<file path="src/rtl/stack_frame_ctrl.sv">
// rtl/stack_frame_ctrl.sv - call-frame controller turning CALL/RETURN requests into operand-stack ops
//
// Purpose: accepts WebAssembly CALL/RETURN requests, sequences the operand stack through
// underflow get/set and index-reset ops, owns the current underflow limit (frame base)
// and keeps a private LIFO of saved frame bases.
//
// Ports:
//   clk, reset         clock, synchronous active-high reset
//   req_valid/ready    request handshake; req_op 0=CALL 1=RETURN; req_count = args/results
//   resp_valid         one-cycle completion pulse; resp_err 0=OK 1=BAD_COUNT 2=FRAME_OVF
//                      3=NO_FRAME/STACK_FAULT
//   stk_op/data/offset/new_index/limit   stack command side
//   stk_index/out/status                 stack response side (one cycle after the op)
//   frame_depth        number of live frames
//
// Optional feature macro STACK_FRAME_CTRL_WATERMARK_EN adds:
//   frame_depth_max    peak frame_depth since reset
//   overflow_seen      sticky flag, set on any FRAME_OVF response
//
// Shared stack op encoding:     0 NONE, 1 PUSH, 2 POP, 3 GET, 4 SET,
//                               5 UNDERFLOW_GET, 6 UNDERFLOW_SET, 7 INDEX_RESET
// Shared stack status encoding: 0 OK, 1 EMPTY, 2 FULL, 3 BAD_OFFSET, 4 BAD_INDEX

module stack_frame_ctrl #(
    parameter int WIDTH  = 32,
    parameter int DEPTH  = 7,
    parameter int FRAMES = 16
) (
    input  logic                      clk,
    input  logic                      reset,
    input  logic                      req_valid,
    output logic                      req_ready,
    input  logic                      req_op,
    input  logic [DEPTH:0]            req_count,
    output logic                      resp_valid,
    output logic [1:0]                resp_err,
    output logic [2:0]                stk_op,
    output logic [WIDTH-1:0]          stk_data,
    output logic [DEPTH:0]            stk_offset,
    output logic [DEPTH:0]            stk_new_index,
    output logic [DEPTH:0]            stk_limit,
    input  logic [DEPTH:0]            stk_index,
    input  logic [WIDTH-1:0]          stk_out,
    input  logic [2:0]                stk_status,
    output logic [$clog2(FRAMES):0]   frame_depth
`ifdef STACK_FRAME_CTRL_WATERMARK_EN
    ,
    output logic [$clog2(FRAMES):0]   frame_depth_max,
    output logic                      overflow_seen
`endif
);

    localparam int IW = DEPTH + 1;
    localparam int LW = $clog2(FRAMES);
    localparam int FW = LW + 1;

    localparam logic [2:0] OP_NONE  = 3'd0;
    localparam logic [2:0] OP_UGET  = 3'd5;
    localparam logic [2:0] OP_USET  = 3'd6;
    localparam logic [2:0] OP_IRST  = 3'd7;

    localparam logic [2:0] ST_BAD_OFFSET = 3'd3;
    localparam logic [2:0] ST_BAD_INDEX  = 3'd4;

    localparam logic [1:0] ERR_OK        = 2'd0;
    localparam logic [1:0] ERR_BAD_COUNT = 2'd1;
    localparam logic [1:0] ERR_FRAME_OVF = 2'd2;
    localparam logic [1:0] ERR_FAULT     = 2'd3;

    typedef enum logic [2:0] {
        S_IDLE, S_CALL, S_RET_GET, S_RET_CAP, S_RET_SET, S_RET_RST, S_RET_CHK, S_RESP
    } state_t;

    state_t             state_q;
    logic               req_ready_q;
    logic               resp_valid_q;
    logic [1:0]         resp_err_q;
    logic [2:0]         stk_op_q;
    logic [WIDTH-1:0]   stk_data_q;
    logic [IW-1:0]      stk_offset_q;
    logic [IW-1:0]      stk_new_index_q;
    logic [IW-1:0]      stk_limit_q;
    logic [FW-1:0]      frame_depth_q;
    logic [IW-1:0]      cnt_q;
    logic [IW-1:0]      src_q;
    logic [IW-1:0]      i_q;
    logic [IW-1:0]      lifo_q [FRAMES];
`ifdef STACK_FRAME_CTRL_WATERMARK_EN
    logic [FW-1:0]      depth_max_q;
    logic               overflow_seen_q;
`endif

    // CALL: new base is stk_index - C; borrow means fewer values than arguments.
    logic [IW-1:0] call_base;
    logic          call_bad;
    assign call_base = stk_index - cnt_q;
    assign call_bad  = (stk_index < cnt_q) || (call_base < stk_limit_q);

    // RETURN entry checks use the request directly: the stack is idle at acceptance,
    // so stk_index is the value the copy loop will work against.
    logic [IW-1:0] ret_span;
    logic [IW-1:0] ret_src;
    logic          ret_bad;
    logic          ret_skip;
    assign ret_span = stk_index - stk_limit_q;
    assign ret_src  = stk_index - req_count;
    assign ret_bad  = (stk_index < stk_limit_q) || (ret_span < req_count);
    // Nothing to move when there are no results or they already sit at the base.
    assign ret_skip = (req_count == '0) || (ret_src == stk_limit_q);

    logic [IW-1:0] i_next;
    logic [FW-1:0] depth_inc;
    logic [FW-1:0] depth_dec;
    assign i_next    = i_q + 1'b1;
    assign depth_inc = frame_depth_q + 1'b1;
    assign depth_dec = frame_depth_q - 1'b1;

    // Outputs are registered and set on the transition into the state that owns them,
    // so an op is on the bus during its named state and its result is seen one state later.
    always_ff @(posedge clk) begin
        if (reset) begin
            state_q         <= S_IDLE;
            req_ready_q     <= 1'b1;
            resp_valid_q    <= 1'b0;
            resp_err_q      <= ERR_OK;
            stk_op_q        <= OP_NONE;
            stk_data_q      <= '0;
            stk_offset_q    <= '0;
            stk_new_index_q <= '0;
            stk_limit_q     <= '0;
            frame_depth_q   <= '0;
            cnt_q           <= '0;
            src_q           <= '0;
            i_q             <= '0;
`ifdef STACK_FRAME_CTRL_WATERMARK_EN
            depth_max_q     <= '0;
            overflow_seen_q <= 1'b0;
`endif
        end else begin
            stk_op_q     <= OP_NONE;
            resp_valid_q <= 1'b0;
            case (state_q)
                S_IDLE: begin
                    if (req_valid && req_ready_q) begin
                        req_ready_q <= 1'b0;
                        cnt_q       <= req_count;
                        if (!req_op) begin
                            state_q <= S_CALL;
                        end else if (frame_depth_q == '0) begin
                            resp_err_q <= ERR_FAULT;
                            state_q    <= S_RESP;
                        end else if (ret_bad) begin
                            resp_err_q <= ERR_BAD_COUNT;
                            state_q    <= S_RESP;
                        end else begin
                            src_q <= ret_src;
                            i_q   <= '0;
                            if (ret_skip) begin
                                stk_op_q        <= OP_IRST;
                                stk_new_index_q <= stk_limit_q + req_count;
                                state_q         <= S_RET_RST;
                            end else begin
                                stk_op_q     <= OP_UGET;
                                stk_offset_q <= ret_src;
                                state_q      <= S_RET_GET;
                            end
                        end
                    end
                end
                S_CALL: begin
                    if (call_bad) begin
                        resp_err_q <= ERR_BAD_COUNT;
                    end else if (frame_depth_q == FW'(FRAMES)) begin
                        resp_err_q <= ERR_FRAME_OVF;
`ifdef STACK_FRAME_CTRL_WATERMARK_EN
                        overflow_seen_q <= 1'b1;
`endif
                    end else begin
                        lifo_q[frame_depth_q[LW-1:0]] <= stk_limit_q;
                        frame_depth_q <= depth_inc;
                        stk_limit_q   <= call_base;
                        resp_err_q    <= ERR_OK;
`ifdef STACK_FRAME_CTRL_WATERMARK_EN
                        if (depth_inc > depth_max_q) begin
                            depth_max_q <= depth_inc;
                        end
`endif
                    end
                    state_q <= S_RESP;
                end
                S_RET_GET: begin
                    state_q <= S_RET_CAP;
                end
                S_RET_CAP: begin
                    if (stk_status == ST_BAD_OFFSET) begin
                        resp_err_q <= ERR_FAULT;
                        state_q    <= S_RESP;
                    end else begin
                        stk_op_q     <= OP_USET;
                        stk_offset_q <= stk_limit_q + i_q;
                        stk_data_q   <= stk_out;
                        state_q      <= S_RET_SET;
                    end
                end
                S_RET_SET: begin
                    i_q <= i_next;
                    if (i_next < cnt_q) begin
                        stk_op_q     <= OP_UGET;
                        stk_offset_q <= src_q + i_next;
                        state_q      <= S_RET_GET;
                    end else begin
                        stk_op_q        <= OP_IRST;
                        stk_new_index_q <= stk_limit_q + cnt_q;
                        state_q         <= S_RET_RST;
                    end
                end
                S_RET_RST: begin
                    state_q <= S_RET_CHK;
                end
                S_RET_CHK: begin
                    if (stk_status == ST_BAD_INDEX) begin
                        resp_err_q <= ERR_FAULT;
                    end else begin
                        stk_limit_q   <= lifo_q[depth_dec[LW-1:0]];
                        frame_depth_q <= depth_dec;
                        resp_err_q    <= ERR_OK;
                    end
                    state_q <= S_RESP;
                end
                S_RESP: begin
                    resp_valid_q <= 1'b1;
                    req_ready_q  <= 1'b1;
                    state_q      <= S_IDLE;
                end
                default: begin
                    req_ready_q <= 1'b1;
                    state_q     <= S_IDLE;
                end
            endcase
        end
    end

    assign req_ready     = req_ready_q;
    assign resp_valid    = resp_valid_q;
    assign resp_err      = resp_err_q;
    assign stk_op        = stk_op_q;
    assign stk_data      = stk_data_q;
    assign stk_offset    = stk_offset_q;
    assign stk_new_index = stk_new_index_q;
    assign stk_limit     = stk_limit_q;
    assign frame_depth   = frame_depth_q;
`ifdef STACK_FRAME_CTRL_WATERMARK_EN
    assign frame_depth_max = depth_max_q;
    assign overflow_seen   = overflow_seen_q;
`endif

endmodule

</file>
<file path="config.mk">
export PLATFORM = sky130hd
export DESIGN_NAME = stack_frame_ctrl
export DESIGN_NICKNAME = d
export VERILOG_FILES = /design/src/rtl/stack_frame_ctrl.sv
export SDC_FILE = /design/constraint.sdc
export NUM_CORES = 1
export LEC_CHECK = 0
export ABC_AREA = 0
export BUFFER_PORTS_ARGS = -buffer_cell sky130_fd_sc_hd__buf_2
export CORE_MARGIN = 3
export CORE_UTILIZATION = 30
export CTS_CLUSTER_DIAMETER = 50
export DETAILED_ROUTE_END_ITERATION = 8
export REMOVE_ABC_BUFFERS = 1
export SLEW_MARGIN = 0
export SYNTH_ARGS = -nofsm -noshare
export SYNTH_HDL_FRONTEND = slang
export SYNTH_SLANG_ARGS = --single-unit
</file>
<file path="constraint.sdc">
create_clock -name clk -period 6.85 [get_ports clk]
set_input_delay 0.3425 -clock clk [delete_from_list [all_inputs] [get_ports clk]]
set_output_delay 0.3425 -clock clk [all_outputs]
set_load 0.02 [all_outputs]
</file>
Word-level counts from Yosys, hierarchy flattened
Memories as Yosys holds them, arrays and structs flattened.
Cells that the tools add are included.
{"block": "op_classes", "eq_ne": 25, "n_lt_le_gt_ge": 5, "n_mux": 61, "n_reduce_logical": 22, "bitwise": 3, "addsub": 10}
{"op": "$mux W8", "count": 20}
{"op": "$pmux W8 S2", "count": 3}
{"op": "$lt A8 B8 Y1", "count": 5}
{"op": "$mux W3", "count": 11}
{"op": "$add A8 B8 Y8", "count": 4}
{"op": "$ne A2 B2 Y1 const B", "count": 13}
{"op": "$pmux W8 S3", "count": 1}
{"op": "$sub A8 B8 Y8", "count": 3}
{"op": "$mux W2", "count": 11}
{"op": "$pmux W3 S7", "count": 1}
{"op": "$eq A3 B3 Y1 const B", "count": 5}
{"op": "$mux W5", "count": 3}
{"op": "$reduce_and A5 Y1", "count": 3}
{"op": "$pmux W5 S2", "count": 1}
{"op": "$eq A3 B2 Y1 const B", "count": 3}
{"op": "$pmux W3 S3", "count": 1}
{"op": "$add A8 B1 Y8 const B", "count": 1}
{"op": "$eq A8 B8 Y1", "count": 1}
{"op": "$logic_not A8 Y1", "count": 1}
{"op": "$pmux W2 S4", "count": 1}
{"op": "$reduce_and A8 Y1", "count": 1}
{"op": "$mux W1", "count": 7}
{"op": "$reduce_and A7 Y1", "count": 1}
{"op": "$reduce_and A2 Y1", "count": 3}
{"op": "other kinds (16)", "count": 22}
{"block": "totals", "word_cells": 140, "register_bits": 95, "in_bits": 55, "ramBits": 128, "output_inout_bits": 68, "n_memories": 1}
{"name": "lifo_q", "depth": 16, "width": 8, "rd": 1, "rd_clocked_by_memory_dff": 0, "write_ports": 1, "line_no": "87", "rtl": "logic [IW-1:0] lifo_q [FRAMES];"}

Logic depth before layout (Yosys ltp)
{"block": "logic_depth", "ltp_word": 9, "depth_mapped": 20, "ltp_nobuf": 19}

Worst setup path after synthesis
OpenSTA, ideal clock, no wires.
{"block": "synth_timing", "path_type": "reg-to-reg", "from": "register stk_limit_q[1] (netlist: stk_limit[1])", "to": "register stk_offset_q[3] (netlist: stk_offset[3])", "setup_time_ps": 131, "slack_ps": 2658, "period_less_slack_ps": 4192, "t_required_ps": 6719, "n_path_buf": 1, "arrival_ps": 4061, "stages_incl_launch_ff": 20, "cell_sequence": "dfxtp_1 > inv_1 > ha_1 > nor2b_1 > o21ai_0 > a21boi_0 > o21ai_0 > nand2b_1 > a21o_1 > a21oi_1 > xnor2_1 > ha_1 > o21a_1 > o22ai_1 > a211o_2 > a211oi_4 > a32oi_2 > buf_6 > a211oi_2 > nor3_2"}
{"block": "synth_via", "elab_chain_cells": 5, "word_cells_on_any_way": 12, "cone_classes": "add/sub (2); order compare (2); eq/ne (3); mux (2); reduce/logical (3)"}
{"item": "from (decl)", "line_no": "82", "rtl": "logic [IW-1:0] stk_limit_q;"}
{"item": "from (signal assigned)", "line_no": "181", "rtl": "stk_limit_q <= call_base;"}
{"item": "from (signal assigned)", "line_no": "224", "rtl": "stk_limit_q <= lifo_q[depth_dec[LW-1:0]];"}
{"item": "$sub A8 B8 Y8", "line_no": "105", "rtl": "assign ret_span = stk_index - stk_limit_q;"}
{"item": "$lt A8 B8 Y1", "line_no": "107", "rtl": "assign ret_bad = (stk_index < stk_limit_q) || (ret_span < req_count);"}
{"item": "$logic_or A1 B1 Y1", "line_no": "107"}
{"item": "$ne A2 B2 Y1 (no line)"}
{"item": "$reduce_and A8 Y1 (no line)"}
{"item": "to (signal assigned)", "line_no": "164", "rtl": "stk_offset_q <= ret_src;"}
{"item": "to (signal assigned)", "line_no": "200", "rtl": "stk_offset_q <= stk_limit_q + i_q;"}
{"item": "to (signal assigned)", "line_no": "209", "rtl": "stk_offset_q <= src_q + i_next;"}
{"item": "to (decl)", "line_no": "80", "rtl": "logic [IW-1:0] stk_offset_q;"}
Parallel ways exist; a longest one is shown, timed or not. The select of a mux whose other input is x is not followed.
A chain may end at the register's enable or synchronous reset.

Final worst setup path
{"block": "layout_timing", "from": "register stk_limit_q[3] (netlist: stk_limit[3])", "to": "register stk_new_index_q[7] (netlist: stk_new_index[7])"}
{"block": "layout_via", "elab_chain_cells": 7, "word_cells_on_any_way": 18, "cone_classes": "add/sub (3); order compare (2); eq/ne (3); mux (7); reduce/logical (3)"}
{"item": "parallel branches: the longest is 7 deep, another holds $sub A8 B8 Y8"}
{"item": "to (signal assigned)", "line_no": "160", "rtl": "stk_new_index_q <= stk_limit_q + req_count;"}
{"item": "to (signal assigned)", "line_no": "213", "rtl": "stk_new_index_q <= stk_limit_q + cnt_q;"}
{"item": "to (decl)", "line_no": "81", "rtl": "logic [IW-1:0] stk_new_index_q;"}
Several ways; the timed one is not identified. The select of a mux whose other input is x is not followed.

==> out/qor.csv <==
stage,metric,value,unit
synthesis,share of the yosys chip area belonging to registers,49.4,%
synthesis,synth warn,0,
final_layout,Area Growth Syn to Fin,18.5,%
timing,Setup WS post-layout,2.29,ns
clock_tree,# H-tree levels,1,
floorplanning,Die Ht,203,um
synthesis,number of flops mapped to enable cells by yosys,128,
pwr,switch share,36.8,%
timing,Hold Slack,0.0345,ns
floorplanning,Die ar.,41200,um2
final_layout,Non-Filler Instances,1700,
drt,WL final,31100,um
clock_tree,Max Root-Sink Buffers,3,
global_route,vias in the first global route,8326,
floorplanning,row count,71,
global_route,initial antenna violation count,1,
critical_path,crit path kind,reg -> reg,
timing,final setup fails,0,
clock_tree,clock latency on the worst-skew pair,0.56,ns
placed_design,setup slack at placement,2.16,ns
flow_run,max-cap check violation count,0,
pwr,Net Sw Power,1.94,mW
global_route,first-pass GRT wire length,48300,um
clock_tree,Root Buffer,clkbuf_16,
clock_tree,# clock sinks,223,
placed_design,input/output buffers,122,
synthesis,ys flop type,edfxtp_1,
synthesis,synthesis-stage register bit count,223,
timing,achievable frequency,0.219,GHz
placed_design,hpwl dp,22200,um
timing,Worst Tran Pin Value,1.21,ns
clock_tree,Resize count post-CTS,0,
synthesis,Mapped Cells,1044,
drt,vias per cell,4.92,
timing,clk_skew,0.0301,ns
critical_path,WP data arrival,4.98,ns
synthesis,fraction of registers with async set/reset,0,%
placed_design,GPL Wtd Cong,0.871,
timing,fin. max-slew vios,0,
synthesis,Netlist Area Pre-Place,11600,um2
timing,final hold vios,0,
critical_path,r2r worst-path depth,18,
final_layout,Fillers,3773,
pwr,Pwr Density,382,nW/um2
drt,DRT iter0 DRCs,592,
drt,Pre-antenna DRT Iters,5,
clock_tree,hold-fix buffers at CTS,0,
timing,Setup TNS,0,ns
pwr,share of power burned in registers,31.8,%
final_layout,Final #Nets,1297,
synthesis,cell taking the most area after synthesis,edfxtp_1,
final_layout,share of cells above drive strength 1,20.6,%
clock_tree,CTS Buf Count,29,
synthesis,Syn Area/Cell,11.1,um2
floorplanning,IO Count,123,
pwr,total chip power,5.27,mW
synthesis,Synth cell types,74,
drt,Antenna Violating Nets Remaining,0,
critical_path,Startpoint Class,flop,
pwr,VDD IR-drop max,0.178,mV
timing,Slew HR,18.8,%
pwr,internal power,3.33,mW
drt,via count,8370,
timing,RSZ-0062 raised after global routing,false,
pwr,clock power share,29.1,%
synthesis,Yosys top cell area share,33.0,%
global_route,pin count of the biggest net entering global routing,65,
status,outcome,finished clean,
floorplanning,Core Box Area,37900,um2
min_path,Hold Path Cell Cnt,3,
clock_tree,CTS tree,done,
critical_path,WP data required,7.26,ns
global_route,Total GRT Usage,14.8,%
pwr,Leakage Power,5.31,nW
min_path,Tightest Hold Check Type,in -> reg,
global_route,remaining global-route overflow,0,
critical_path,crit path capture type,flop,
floorplanning,die width,203,um
synthesis,Post-synth top cells,"128 x edfxtp_1, 112 x nand2_1, 96 x nor2_1, 95 x dfxtp_1, 82 x a21oi_1",
pwr,Gate power share,39.1,%
clock_tree,"Clk pin slew, worst setup/hold paths",0.06,ns
critical_path,Worst Path Max Fanout,24,
drt,DRC viols,0,
clock_tree,post-CTS setup repair buffer count,0,
timing,minimum clock period,4.56,ns
synthesis,most common cell in the netlist,edfxtp_1,
timing,fin crit share,66.6,%
synthesis,largest cells by area after synthesis,"edfxtp_1 33%, dfxtp_1 16%, ha_1 7.6%",
placed_design,Cells after DPL,1645,
floorplanning,Initial Utilization,30.7,%
drt,WL/cell,18.3,um
-- state kept, by name, summed over array words and instances (netlist names) --
| name | count |
|---|---|
| stk_offset | 8 |
| stk_data | 32 |
| stk_op | 3 |
| src_q | 8 |
| lifo_q | 128 |
| stk_limit | 8 |
| i_q | 8 |
| resp_valid | 1 |
| frame_depth | 5 |
| req_ready | 1 |
| cnt_q | 8 |
| resp_err | 2 |
| state_q | 3 |
| stk_new_index | 8 |
-- cell type report --
class                      count  area [um2]  share of cell area [%]
sequential                   223        5750                    41.7
multi-input combinational    731        5530                    40.1
clock buffer                  36         772                    5.60
timing repair buffer         136         718                    5.21
tap                          511         639                    4.64
clock inverter                18         210                    1.53
inverter                      44         165                    1.20
antenna                        1        2.50                  0.0182
-- power by group through the flow --
stage / registers [mW] / logic, mW / clock network (mW)
2_1_floorplan: 1.87 / 1.25 / 0
3_3_place_gp: 1.70 / 2.04 / 0
3_5_place_dp: 1.70 / 2.07 / 0
4_1_cts: 1.67 / 2.08 / 1.57
5_1_grt: 1.69 / 2.28 / 1.63
6_report: 1.67 / 2.06 / 1.53
-- critical path: stages, from the launching register on --
cell and delay [ns]:
dfxtp_1 0.30, buf_4 0.30, inv_1 0.16, ha_1 0.36, a21boi_0 0.15, o21ai_0 0.20, nand2b_1 0.11, a21o_1 0.19
a21oi_1 0.17, xnor2_1 0.10, ha_1 0.30, a211o_1 0.14, a21oi_1 0.05, a211o_2 0.34, a211oi_4 0.51, nor2_1 0.10
a21oi_2 0.60, mux2i_1 0.26, nor2_1 0.05
-- routing by layer --
layer	routed length [um]	GRT usage, %
met5	0	0
met4	720	4.36
met3	1870	2.65
met2	14000	23.2
met1	14500	21.0
-- cells by family (layout without fill, tap and decap cells) --
group | Yosys count | in the layout | share of synthesized area [%]
flops | 223 | 223 | 49.4
buf+inv | 90 | 234 | 3.29
compound gates | 232 | 232 | 13.4
other cells | 0 | 1 | 0
mux | 68 | 68 | 9.32
fa+ha+maj | 77 | 77 | 8.67
xor+xnor | 51 | 51 | 3.96
simple gates | 303 | 303 | 11.9
-- through the flow --
| stage | cell area (um2) | utilization [%] |
|---|---|---|
| after detailed placement | 12800 | 33.7 |
| after global placement | 12800 | 33.7 |
| after floorplan | 11400 | - |
| final | 13800 | 36.3 |
| after global routing | 13800 | 36.3 |
| after CTS | 13800 | 36.3 |
-- cells in the final DEF, fill, tap and decap left out, types with 4 or more instances in the layout --
master,count
a211oi_1,27
a211oi_2,4
a21o_1,16
a21oi_1,82
a22oi_1,4
and3_1,18
buf_2,121
buf_4,15
clkbuf_1,5
clkbuf_16,29
clkinv_4,4
dfxtp_1,94
edfxtp_1,128
fa_1,6
ha_1,71
inv_1,44
inv_6,4
mux2i_1,33
mux4_2,32
nand2_1,112
nand2b_1,5
nand3_1,6
nor2_1,95
nor2b_1,24
nor3_1,14
o21a_1,12
o21ai_0,27
o21ai_1,5
o21bai_1,6
o22ai_1,4
o41ai_1,4
xnor2_1,34
xor2_1,15
-- final timing paths --
path	end	slack (ns)	startpoint
hold / removal	stk_data[27]$_SDFFE_PP0P_	0.03	stk_out[27]
setup / recovery	stk_new_index[7]$_SDFFE_PP0P_	2.29	stk_limit[3]$_SDFFE_PP0P_
setup reg to reg	stk_new_index[7]$_SDFFE_PP0P_	2.29	stk_limit[3]$_SDFFE_PP0P_
hold reg to reg	stk_data[22]$_SDFFE_PP0P_	0.45	stk_data[22]$_SDFFE_PP0P_
Note: power is estimated with default switching activity, not from simulation.
